### src/rtl/disp_pkg.sv
// Shared display-scan definitions: scan FSM states, default geometry and
// scan-source select codes.
package disp_pkg;

  typedef enum logic [1:0] {
    IDLE  = 2'd0,
    BLANK = 2'd1,
    DRIVE = 2'd2
  } scan_state_t;

  localparam int DEFAULT_NUM_DIGITS  = 4;
  localparam int DEFAULT_DEAD_CYCLES = 64;

  localparam int SCAN_1525 = 0;
  localparam int SCAN_762  = 1;

endpackage

### src/rtl/edge_tick_sync.sv
// Brings one asynchronous divided clock into clk_50MHz and emits a one-cycle
// registered tick for each rising edge seen after synchronisation.
module edge_tick_sync (
  input  logic clk_50MHz,
  input  logic rst_n,
  input  logic async_in,
  output logic tick
);

  logic       s1;
  logic       s2;
  logic       s3;
  logic [2:0] vld;

  // vld marks when s3 holds a genuinely sampled value, so an input that was
  // already high through reset does not look like a fresh rising edge.
  always_ff @(posedge clk_50MHz or negedge rst_n) begin
    if (!rst_n) begin
      s1   <= 1'b0;
      s2   <= 1'b0;
      s3   <= 1'b0;
      vld  <= '0;
      tick <= 1'b0;
    end else begin
      s1   <= async_in;
      s2   <= s1;
      s3   <= s2;
      vld  <= {vld[1:0], 1'b1};
      tick <= s2 & ~s3 & vld[2];
    end
  end

endmodule

### src/rtl/scan_tick_controller.sv
// Converts the divided clocks into clk_50MHz tick enables and sequences the
// multiplexed 7-segment anodes with a dead-time blanking gap between digits.
module scan_tick_controller
  import disp_pkg::*;
#(
  parameter int NUM_DIGITS  = DEFAULT_NUM_DIGITS,
  parameter int DEAD_CYCLES = DEFAULT_DEAD_CYCLES,
  parameter int SCAN_SEL    = SCAN_1525,
  localparam int IDXW       = $clog2(NUM_DIGITS)
) (
  input  logic                  clk_50MHz,
  input  logic                  rst_n,
  input  logic                  en,
  input  logic                  clr_overrun,
  input  logic                  clk_24Hz,
  input  logic                  clk_762Hz,
  input  logic                  clk_1525Hz,
  input  logic                  clk_1Hz,
  output logic                  tick_24Hz,
  output logic                  tick_762Hz,
  output logic                  tick_1525Hz,
  output logic                  tick_1Hz,
  output logic [NUM_DIGITS-1:0] digit_an,
  output logic [IDXW-1:0]       digit_idx,
  output logic                  scan_active,
  output logic                  overrun
);

  if (DEAD_CYCLES < 1 || DEAD_CYCLES > 255) begin : g_bad_dead_cycles
    $error("scan_tick_controller: DEAD_CYCLES must be in 1..255");
  end
  if (NUM_DIGITS < 2 || NUM_DIGITS > 8) begin : g_bad_num_digits
    $error("scan_tick_controller: NUM_DIGITS must be in 2..8");
  end
  if (SCAN_SEL != SCAN_1525 && SCAN_SEL != SCAN_762) begin : g_bad_scan_sel
    $error("scan_tick_controller: SCAN_SEL must be 0 or 1");
  end

  localparam logic [7:0]      DEAD_LOAD = 8'(DEAD_CYCLES);
  localparam logic [IDXW-1:0] LAST_IDX  = IDXW'(NUM_DIGITS - 1);

  edge_tick_sync u_sync_24hz (
    .clk_50MHz (clk_50MHz),
    .rst_n     (rst_n),
    .async_in  (clk_24Hz),
    .tick      (tick_24Hz)
  );

  edge_tick_sync u_sync_762hz (
    .clk_50MHz (clk_50MHz),
    .rst_n     (rst_n),
    .async_in  (clk_762Hz),
    .tick      (tick_762Hz)
  );

  edge_tick_sync u_sync_1525hz (
    .clk_50MHz (clk_50MHz),
    .rst_n     (rst_n),
    .async_in  (clk_1525Hz),
    .tick      (tick_1525Hz)
  );

  edge_tick_sync u_sync_1hz (
    .clk_50MHz (clk_50MHz),
    .rst_n     (rst_n),
    .async_in  (clk_1Hz),
    .tick      (tick_1Hz)
  );

  logic scan_tick;
  assign scan_tick = (SCAN_SEL == SCAN_762) ? tick_762Hz : tick_1525Hz;

  scan_state_t           state_q;
  scan_state_t           state_d;
  logic [IDXW-1:0]       idx_d;
  logic [7:0]            dead_q;
  logic [7:0]            dead_d;
  logic                  ov_d;
  logic [NUM_DIGITS-1:0] an_d;

  always_comb begin
    state_d = state_q;
    idx_d   = digit_idx;
    dead_d  = dead_q;
    ov_d    = overrun;

    if (clr_overrun) begin
      ov_d = 1'b0;
    end
    if (state_q == BLANK && scan_tick) begin
      ov_d = 1'b1;
    end

    if (!en) begin
      state_d = IDLE;
    end else begin
      case (state_q)
        IDLE: begin
          state_d = BLANK;
          dead_d  = DEAD_LOAD;
        end
        BLANK: begin
          if (dead_q == 8'd1) begin
            state_d = DRIVE;
          end else begin
            dead_d = dead_q - 8'd1;
          end
        end
        DRIVE: begin
          if (scan_tick) begin
            state_d = BLANK;
            dead_d  = DEAD_LOAD;
            idx_d   = (digit_idx == LAST_IDX) ? '0 : digit_idx + 1'b1;
          end
        end
        default: state_d = IDLE;
      endcase
    end

    // Anodes are decoded from the next state so they stay registered yet
    // switch on the same edge as the state and index.
    an_d = '1;
    if (state_d == DRIVE) begin
      an_d[idx_d] = 1'b0;
    end
  end

  always_ff @(posedge clk_50MHz or negedge rst_n) begin
    if (!rst_n) begin
      state_q     <= IDLE;
      dead_q      <= '0;
      digit_idx   <= '0;
      digit_an    <= '1;
      scan_active <= 1'b0;
      overrun     <= 1'b0;
    end else begin
      state_q     <= state_d;
      dead_q      <= dead_d;
      digit_idx   <= idx_d;
      digit_an    <= an_d;
      scan_active <= (state_d == DRIVE);
      overrun     <= ov_d;
    end
  end

endmodule
### config.mk
export PLATFORM = sky130hd
export DESIGN_NAME = scan_tick_controller
export DESIGN_NICKNAME = d
export VERILOG_FILES = /design/src/rtl/disp_pkg.sv /design/src/rtl/edge_tick_sync.sv /design/src/rtl/scan_tick_controller.sv
export SDC_FILE = /design/constraint.sdc
export NUM_CORES = 1
export LEC_CHECK = 0
export CORE_ASPECT_RATIO = 1.1
export CORE_MARGIN = 10
export CORE_UTILIZATION = 56
export DETAILED_ROUTE_END_ITERATION = 8
export PLACE_DENSITY = 0.82
export REMOVE_ABC_BUFFERS = 1
export SETUP_SLACK_MARGIN = 0.1
export SLEW_MARGIN = 20
export SYNTH_ARGS = -nofsm -noshare
export SYNTH_HDL_FRONTEND = slang
export SYNTH_SLANG_ARGS = --single-unit
### constraint.sdc
create_clock -name clk_50MHz -period 5.3 [get_ports clk_50MHz]
set_clock_uncertainty 0.15 [all_clocks]
set_input_delay 0.795 -clock clk_50MHz [delete_from_list [all_inputs] [get_ports clk_50MHz]]
set_output_delay 0.795 -clock clk_50MHz [all_outputs]
set_load 0.05 [all_outputs]
* Word-level counts from Yosys, hierarchy flattened
Index checks and enable logic that the tools add are counted.
** Operators by class
- Add/sub/neg operators :: 2
- $mul :: 0
- Divide/modulo/power cells :: 0
- $lt $le $gt $ge :: 2
- Eq/ne operators :: 7
- Shift-type cells :: 0
- Multiplexer cells :: 16
- Bitwise logic cells :: 13
- Reduce and logical (&&, ||, !) cells :: 6
** Operators with widths (count)
- one-hot mux 8 bit (3 select lines) :: 1
- two-way mux 8 bit :: 2
- two-way mux 2 bit :: 7
- AND 1 bit :: 8
- == test 8 x 1 -> 1 bit (second input constant) :: 1
- subtractor 8 x 1 -> 8 bit (second input constant) :: 1
- == test 2 bit (second input constant) :: 3
- one-hot mux 2 bit (3 select lines) :: 1
- two-way mux 4 bit :: 1
- inverter 1 bit :: 4
- inverter 4 bit :: 1
- AND reduction 4 bit :: 1
- < comparator 2 x 3 -> 1 bit (second input constant) :: 1
- two-way mux 1 bit :: 3
- nonzero test 3 bit :: 1
- adder 2 x 1 -> 2 bit (second input constant) :: 1
- demux 1 bit (select 2 bit) :: 1
- == test 2 x 1 -> 1 bit (second input constant) :: 1
- greater-or-equal comparator 2 x 1 -> 1 bit (second input constant) :: 1
- logical AND 1 bit :: 2
- zero test 2 bit :: 1
- inequality test 2 x 1 -> 1 bit (second input constant) :: 1
- inequality test 2 bit (second input constant) :: 1
- nonzero test 2 bit :: 1
** Word-level totals
- Register bits :: 46
- Latch bits :: 0
- Memory bits (writable) :: 0
- ROM bits :: 0
- Output and inout port bits :: 12
- Word-level logic and storage cells :: 72
- Memories :: 0

* Logic depth before layout (Yosys ltp)
- Word-level depth :: 11
- Depth in mapped cells :: 7
- Mapped depth without buffers :: 7

* Hierarchy
From an unflattened synthesis, not the netlist that was laid out.
** Second synthesis, totals
- Cell total of the unflattened synthesis :: 116
- Area, all modules :: 1607.8 µm²
** Modules (own cells, without submodules)
- scan_tick_controller :: times used 1, cells an instance 80, area an instance 857.1 µm²
- edge_tick_sync :: times used 4, cells an instance 9, area an instance 187.7 µm²

* Least setup slack after synthesis
No wires, ideal clock.
- Path type :: reg2reg
- Start :: register dead_q[4]
- End :: register dead_q[5]
- Setup time :: 124 ps
- Arrival :: 1605 ps
- Data required time :: 5026 ps
- Slack :: 3421 ps
- Stages on the path, launching flop included :: 5
- Buffers on the path :: 0
- Cell sequence :: dfrtp_1 or4_4 o311ai_4 nor3_1 a211o_1
** On the way
- Cells in the longest elaborated chain, start to end :: 3
- Elaborated cells between the ends (all ways) :: 6
- Those cells by class :: 1 x add/sub; 2 x eq/ne; 2 x mux; 1 x reduce/logical
** Ends and longest elaborated chain
- start, declared :: line scan_tick_controller.sv:76 : logic [7:0] dead_q;
- start signal, assigned :: line scan_tick_controller.sv:131 : dead_q <= '0;
- start signal, assigned :: line scan_tick_controller.sv:138 : dead_q <= dead_d;
- subtractor 8 x 1 -> 8 bit / == test 8 x 1 -> 1 bit (equally long branches) :: line scan_tick_controller.sv:106, scan_tick_controller.sv:103
- two-way mux 8 bit / inequality test 2 bit (equally long branches)
- one-hot mux 8 bit (3 select lines) / AND reduction 4 bit (equally long branches)
Several ways; a longest one is shown, not always the timed one. The select of a mux whose other input is x is not followed.
A chain may end at the register's enable or synchronous reset.

* Final worst setup path
- Start :: register digit_an[0]
- End :: output digit_an[0]
** RTL lines
- start, declared :: line scan_tick_controller.sv:23 : output logic [NUM_DIGITS-1:0] digit_an,
- start signal, assigned :: line scan_tick_controller.sv:140 : digit_an <= an_d;
No word-level cell between the ends.

==> results.cfg <==
[run_status]
status = complete, no violations

[floorplanning]
fp.dieH_um = 72.4
io_pins = 20
die_w_um = 67.6
die_area_um2 = 4890
coreArea_um2 = 2320
rows = 18
start_util = 0.602

[worst_setup_path]
cp-start-kind = register
slowest_delay_ns = 0.80
critPathCaptureType = output pin
ff2ff_setup_slack_ns = 3.20
cp_slowest_cell = clkdlybuf4s50_1
crit_buf_inv = 1
path_class = reg2out
cp_max_fo = 1
cp_cell_sequence = clkdlybuf4s50_1
timing.rr.start = state_q[1]
r2r-end = dead_q[6]
crit_family = buffers and inverters
rr_worst_depth = 4
worstPathArrival_ns = 1.68
required_ns = 4.36

[power_and_ir_drop]
power_leakage_nw = 0.787
powerDensity_nw_per_um2 = 410
ir_worst_vdd_uv = 334
power_mw = 0.704

[hold_path]
holdCritPathClass = reg2reg
whs_path_depth = 0
hold_end = u_sync_24hz.s2
hold_start = u_sync_24hz.s1

[clock_tree]
cts_buffers = 5
postCtsSetupRepairBufs = 0
cts_max_level = 2
cts-resized-gates = 0
cts_hold_buf = 0
clk-insertion-delay-late_ns = 0.34
max-clock-path-buffers = 2
path_clk_slew_ns = 0.10
tritoncts = done
ctsRootBufferMaster = clkbuf_4
clock_sinks = 37

[sta]
rsz0062_at_grt = false
worst_pin_slew_ns = 0.939
post-route-period-util = 0.495
drv_slew = 0
layout_min_cycle_time_ns = 2.62
hold_viol = 0
setup_slack_ns = 2.68
fin_tns_setup_ns = 0
fmax_mhz = 381
slew_headroom = 0.373
holdWs_ns = 0.207
setup_viol = 0

[logic_synthesis]
synth_edf_count = 0
synth-seq-cells = 37
synthArstFlopShare = 1.00
synthTopCellsByArea = dfrtp_1 (59%), dfstp_2 (7.5%), nand2b_1 (2.7%)
netlist_top_cells_count = dfrtp_1 (33), nand2b_1 (6), inv_1 (5), nand2_1 (5), nand3_1 (5)
syn-instance-count = 103
synth_area_leader_cell = dfrtp_1
synth_most_common_cell = dfrtp_1
yosysTopAreaCellShare = 0.591
synth_cell_types = 35
avgSynthCellArea_um2 = 13.6
ys.flop_type = dfrtp_1
synth_area_um2 = 1400
yosysWarnings = 0
ys_seq_area_frac = 0.667

[drt]
drc = 0
antenna_left = 0
vias = 898
drt_pass1_iterations = 4
drtIter0Drc = 43
totalWireLength_um = 2420
wl_per_cell_um = 15.1
viasPerCell = 5.61

[global_routing]
grt_overflow_total = 0
grt_pass1_wl_um = 3860
grt_start_max_net_pins = 38
track_usage = 0.106
antenna_found_initial = 0
grt_pass1_vias = 878

[layout]
finalNetCount = 139
antennaDiodeCount = 0
drive_above_1_share = 0.162
stdcell_area_um2 = 1720
fin_cells = 160
postLayoutCoreUtil = 0.740
area_growth_syn_to_layout_pct = 22.9

[placement]
hpwl_um = 1700
place_area_um2 = 1630
io_buffers = 19
dp_worst_setup_slack_ns = 2.62
routabilityCongestion = 0.769
place_inst = 152

[flow_run]
drv_cap = 0
worst max path at each step:
stage                            from           to  slack (ns)  depth (start not counted)
after floorplan             dead_q[4]    dead_q[5]        3.42                          4
after global placement             en  digit_an[3]        2.76                          6
after detailed placement           en  digit_an[2]        2.62                          6
after CTS                 digit_an[0]  digit_an[0]        2.66                          1
after global routing      digit_an[0]  digit_an[0]        2.62                          1
final                     digit_an[0]  digit_an[0]        2.68                          1
per-layer routing:
| metal | GRT usage | wire length, um | vias up |
|---|---|---|---|
| met3 | 0.0522 | 236 | 7 |
| met5 | 0 | 0 | - |
| met2 | 0.171 | 1200 | 25 |
| met1 | 0.106 | 924 | 451 |
| met4 | 0.0616 | 57 | 0 |
| li1 | - | - | 415 |
report_power, final:
group,leakage [nW],switching [mW],total (mW),internal (mW)
registers,0.450,0.0390,0.357,0.318
clock network,0.0445,0.0907,0.203,0.112
logic,0.292,0.0797,0.144,0.0646
total,0.787,0.209,0.704,0.495
registers in the layout (all words and copies together), names as in the netlist, 2 cells and up:
| register | flops |
|---|---|
| dead_q | 8 |
| digit_an | 4 |
| digit_idx | 2 |
| u_sync_1hz.vld | 2 |
| state_q | 2 |
final cells by class:
class / count / area (um2)
timing repair buffer: 20 / 198
fill: 154 / 603
clock inverter: 2 / 37.5
multi-input combinational: 59 / 439
sequential: 37 / 931
inverter: 6 / 22.5
tap: 30 / 37.5
clock buffer: 6 / 51.3
cell families (layout without fill, tap and decap cells):
kind of cell               Yosys count  count (layout)  share of synthesized area
buffers and inverters                7              34                     0.0188
other                                1               1                    0.00269
AOI/OAI and AO/OA                   17              17                      0.112
adders and majority gates            2               2                     0.0179
xor gates and xnor gates             2               2                     0.0125
muxes                                2               2                     0.0143
and+or+nand+nor                     35              35                      0.155
DFF                                 37              37                      0.667
cells in the final DEF, fill, tap and decap left out, types with 2 or more instances in the layout:
| master | netlist | final |
|---|---|---|
| nand2b_1 | 6 | 6 |
| nor2_1 | 3 | 3 |
| inv_1 | 5 | 5 |
| a31oi_1 | 4 | 4 |
| ha_1 | 2 | 2 |
| and3b_1 | 3 | 3 |
| dfrtp_1 | 33 | 33 |
| nand2_1 | 5 | 5 |
| nand3_1 | 5 | 5 |
| a21oi_1 | 2 | 2 |
| mux2i_1 | 2 | 2 |
| dfstp_2 | 4 | 4 |
| and3_1 | 2 | 2 |
| clkbuf_4 | 0 | 5 |
| clkdlybuf4s50_1 | 0 | 19 |
| a211o_1 | 2 | 2 |
| xor2_1 | 2 | 2 |
| nor3_1 | 2 | 2 |
| nor2b_1 | 3 | 3 |
No activity file was read; power rests on OpenSTA's default activity.
